[src/rtl/pulp_clock_divider.sv]
// Programmable integer clock divider with a registered divided clock and a
// one-cycle tick. Divisor changes are applied only on period boundaries.
module pulp_clock_divider #(
  parameter int DIV_W     = 8,
  parameter int RESET_DIV = 2
) (
  input  logic             clk_i,
  input  logic             rst_i,
  input  logic             en_i,
  input  logic [DIV_W-1:0] cfg_div_i,
  input  logic             cfg_valid_i,
  output logic             cfg_ready_o,
  output logic [DIV_W-1:0] div_o,
  output logic             clk_div_o,
  output logic             tick_o,
  output logic             bypass_o
);

  typedef enum logic [1:0] {
    BYPASS,
    IDLE,
    RUN
  } state_t;

  localparam logic [DIV_W-1:0] RESET_D     = DIV_W'(RESET_DIV);
  localparam logic [DIV_W-1:0] TWO         = DIV_W'(2);
  localparam logic             RESET_BYP   = (RESET_DIV < 2);
  localparam state_t           RESET_STATE = RESET_BYP ? BYPASS : IDLE;

  state_t           state_q, state_d;
  logic [DIV_W-1:0] div_q, div_d;
  logic [DIV_W-1:0] cnt_q, cnt_d;
  logic [DIV_W-1:0] pend_q, pend_d;
  logic [DIV_W-1:0] low_d;
  logic             pend_v_q, pend_v_d;
  logic             clk_q, clk_d;
  logic             tick_q, tick_d;
  logic             bypass_q, bypass_d;
  logic             accept;
  logic             apply;

  // Next-state logic; outputs are derived from the next counter and divisor
  // so that clk_div_o and tick_o come straight from flops.
  always_comb begin
    state_d  = state_q;
    div_d    = div_q;
    cnt_d    = cnt_q;
    pend_d   = pend_q;
    pend_v_d = pend_v_q;
    apply    = 1'b0;
    accept   = cfg_valid_i & ~pend_v_q;

    if (accept) begin
      pend_v_d = 1'b1;
      pend_d   = cfg_div_i;
    end

    case (state_q)
      BYPASS: apply = pend_v_q;
      IDLE: begin
        if (pend_v_q) begin
          apply = 1'b1;
        end else if (en_i) begin
          state_d = RUN;
          cnt_d   = {{(DIV_W-1){1'b0}}, 1'b1};
        end
      end
      RUN: begin
        if (cnt_q == div_q - 1'b1) begin
          if (pend_v_q) begin
            apply = 1'b1;
          end else begin
            cnt_d   = '0;
            state_d = en_i ? RUN : IDLE;
          end
        end else begin
          cnt_d = cnt_q + 1'b1;
        end
      end
      default: state_d = RESET_STATE;
    endcase

    // A pending divisor always lands with the counter at the start of a low phase.
    if (apply) begin
      div_d    = pend_q;
      pend_v_d = 1'b0;
      cnt_d    = '0;
      if (pend_q < TWO) state_d = BYPASS;
      else if (en_i)    state_d = RUN;
      else              state_d = IDLE;
    end

    low_d    = div_d - (div_d >> 1);
    clk_d    = (state_d != BYPASS) && (cnt_d >= low_d);
    tick_d   = (state_d == RUN) && (cnt_d == low_d);
    bypass_d = (div_d < TWO);
  end

  always_ff @(posedge clk_i) begin
    if (rst_i) begin
      state_q  <= RESET_STATE;
      div_q    <= RESET_D;
      cnt_q    <= '0;
      pend_q   <= '0;
      pend_v_q <= 1'b0;
      clk_q    <= 1'b0;
      tick_q   <= 1'b0;
      bypass_q <= RESET_BYP;
    end else begin
      state_q  <= state_d;
      div_q    <= div_d;
      cnt_q    <= cnt_d;
      pend_q   <= pend_d;
      pend_v_q <= pend_v_d;
      clk_q    <= clk_d;
      tick_q   <= tick_d;
      bypass_q <= bypass_d;
    end
  end

  assign cfg_ready_o = ~pend_v_q;
  assign div_o       = div_q;
  assign clk_div_o   = clk_q;
  assign tick_o      = tick_q;
  assign bypass_o    = bypass_q;

endmodule

[config.mk]
export PLATFORM = sky130hd
export DESIGN_NAME = pulp_clock_divider
export DESIGN_NICKNAME = d
export VERILOG_FILES = /design/src/rtl/pulp_clock_divider.sv
export SDC_FILE = /design/constraint.sdc
export NUM_CORES = 1
export LEC_CHECK = 0
export ABC_AREA = 1
export BUFFER_PORTS_ARGS = -buffer_cell sky130_fd_sc_hd__buf_2
export CORE_MARGIN = 2
export CORE_UTILIZATION = 59
export CTS_CLUSTER_DIAMETER = 100
export DETAILED_ROUTE_END_ITERATION = 16
export PLACE_DENSITY = 0.91
export RECOVER_POWER = 100
export SYNTH_ARGS = -nofsm -noshare
export SYNTH_HDL_FRONTEND = slang
export SYNTH_SLANG_ARGS = --single-unit
[constraint.sdc]
create_clock -name clk_i -period 5.1 [get_ports clk_i]
set_input_delay 0.255 -clock clk_i [delete_from_list [all_inputs] [get_ports clk_i]]
set_output_delay 0.255 -clock clk_i [all_outputs]
set_load 0.005 [all_outputs]
==> reports/summary.txt <==
Die W: 67.80 µm
dpl hpwl: 4890 µm
slew margin rel.: 59.66%
Clock Skews: 0.006108 ns
Residual DRC: 0
R2R cell count: 26
number of global-route vias before repair: 2428
setup_tns: 0 ns
fin crit period: 4.396 ns
Hold Path Depth: 3
area grow syn2layout: 8.442%
# Post-CTS Setup Buffers: 0
die extent in y: 67.80 µm
total CTS buffers: 5
Yosys top cell area share: 25.01%
drt first-iter violations: 205
first-pass GRT wire length: 10670 µm
DIE AREA: 4596 µm²
Pwr Density: 702.8 nW/µm²
Overflow after GRT: 0
reg-to-reg setup timing slack: 0.70 ns
most frequent cell after synthesis: nand2_1
ys async rst share: 0%
Synth Area per Inst: 6.157 µm²
register bit total from synthesis: 30
synth unique cells: 33
Clk Latency, worst-skew pair: 0.29 ns
CTS tree: built
main area contributors after synthesis: dfxtp_1 (25%), nand2_1 (15%), ha_1 (9.9%)
Filler cells: 374
Fin. Hold Viols: 0
Commonest cells post-synth: nand2_1 (93), inv_1 (56), nor2_1 (56)
Post-CTS Hold Buffers: 0
Routed WL: 6422 µm
antenna violations before repair: 0
Ys Warns: 0
number of port buffers: 23
Syn Inst Count: 390
Core ar.: 3971 µm²
Crit-path slowest cell: fa_1
Ports: 24
crit-path most repeated cell: nand2_1
WP data arrival: 4.58 ns
RSZ-0062 raised after global routing: no
Clock Sinks: 30
Mapped Area: 2401 µm²
largest net degree at the start of global routing: 20
number of diodes: 0
critical path startpoint category: flop
dpl cells: 454
sequential fraction of the synthesis area: 25.01%
Max VDD drop: 365.3 µV
Routability Congestion: 0.9532
Vias per Instance: 5.602
Root Buffer: clkbuf_8
Max-Cap Viols: 0
Pre-Repair DR Iteration Count: 5
# rows: 23
Hold WC Path Type: primary input to flop
max-slew violations: 0
Non-Filler Instances: 462
CTS Buffer Depth: 2
fin crit share: 86.20%
Fmax: 0.2275 GHz
share of cells above drive strength 1: 9.466%
Initial Util: 60.46%
Worst-path clk slew: 0.07 ns
Post-synth EDFFs: 0
final setup fails: 0
WL/cell: 13.90 µm
Static Leak: 1.362 nW
Post-CTS Resized: 0
Vias: 2588
crit path max fanout: 19
Yosys top cell by area: dfxtp_1
most common flop cell mapped by yosys: dfxtp_1
crit-path max cell delay: 0.45 ns
Crit. End Element: flop
status: completed
ANT nets after route: 0
layout net count: 443
Critical Path RT: 5.28 ns
syn nets: 422
Tot GR Track Use: 31.48%
Worst Tran Pin Value: 0.5988 ns
CTS HTree Levels: 2
CP Class: flop to flop
==> metal layers <==
| layer | global-route usage, % | vias up | routed length, µm |
|---|---|---|---|
| met1 | 38.61 | 1166 | 2686 |
| met4 | 14.00 | 0 | 192 |
| met2 | 54.04 | 113 | 3070 |
| li1 | - | 1285 | - |
| met5 | 0 | - | 0 |
| met3 | 5.000 | 24 | 473 |
==> cell families (layout without fill, tap and decap cells) <==
family	count (synthesis)	in the layout	share of synthesized area (%)
AO/OA/AOI/OAI	55	55	12.77
XOR/XNOR	6	6	2.189
adder cells (fa/ha/maj)	20	20	10.73
buffers and inverters	69	91	11.05
flip-flops	30	30	25.01
AND/OR/NAND/NOR	210	210	38.25
==> critical path: cells and delay by family (launching register included) <==
| kind | cells | cell delay [ns] |
|---|---|---|
| DFF | 1 | 0.37 |
| and+or+nand+nor | 14 | 1.52 |
| adders and majority gates | 3 | 1.05 |
| buffers and inverters | 5 | 0.46 |
| xor gates and xnor gates | 1 | 0.20 |
| AOI/OAI and AO/OA | 3 | 0.68 |
==> report_power, final <==
| part | switching, mW | internal (mW) | total, mW |
|---|---|---|---|
| combinational | 0.817 | 0.441 | 1.26 |
| clock | 0.0967 | 0.108 | 0.205 |
| sequential | 0.0774 | 0.290 | 0.368 |
==> cells in the final DEF (no fill, tap or decap), types with 2 or more instances in the layout <==
cell | synthesis | final
inv_1 | 56 | 59
a31oi_1 | 2 | 2
o21ai_1 | 5 | 3
buf_2 | 5 | 15
nor2_1 | 56 | 57
o21ai_0 | 19 | 21
o22ai_1 | 3 | 3
dfxtp_1 | 30 | 30
a21oi_1 | 18 | 18
nand2_2 | 10 | 8
nand4_1 | 4 | 4
nand2_1 | 93 | 96
nor2_2 | 4 | 3
ha_1 | 19 | 19
nor3_1 | 5 | 6
a41oi_1 | 2 | 2
nand3_1 | 29 | 29
clkbuf_8 | 0 | 6
nor4_1 | 3 | 3
o211ai_1 | 2 | 2
xor2_1 | 5 | 5
clkbuf_1 | 4 | 7
==> flip-flops by register name, summed over array words and instances (netlist names) <==
register / flops
div_o: 8
state_q: 2
pend_v_q: 1
cnt_q: 8
clk_div_o: 1
pend_q: 8
tick_o: 1
bypass_o: 1
==> metrics by stage <==
step / power [mW] / cell area [µm²] / setup slack (ns) / hold WS [ns] / util [%]
final: 1.830 / 2604 / 0.7038 / 0.1834 / 65.56
after global routing: 2.037 / 2604 / 0.3862 / 0.2002 / 65.56
after CTS: 1.833 / 2634 / 0.9841 / 0.1819 / 66.32
after detailed placement: 1.604 / 2539 / 1.015 / 0.4809 / 63.93
after global placement: 1.561 / 2539 / 1.160 / 0.4753 / 63.93
after floorplan: 1.322 / 2401 / 1.437 / 0.3314 / -
==> final timing paths <==
| check | end | from |
|---|---|---|
| hold reg to reg | pend_q[3] | pend_q[3] |
| hold / removal | pend_q[2] | cfg_div_i[2] |
| setup reg to reg | clk_div_o | div_o[0] |
| setup / recovery | clk_div_o | div_o[0] |
==> area by class of cell <==
type | instances | area, µm² | area share (%)
Timing Repair Buffer | 23 | 105.1 | 4.037
Tap cell | 50 | 62.56 | 2.403
Clock inverter | 2 | 12.51 | 0.4805
Sequential cell | 30 | 600.6 | 23.07
Inverter | 60 | 225.2 | 8.650
Multi-Input combinational cell | 291 | 1515 | 58.19
Clock buffer | 6 | 82.58 | 3.172
Power figures use the tool's default switching activity.
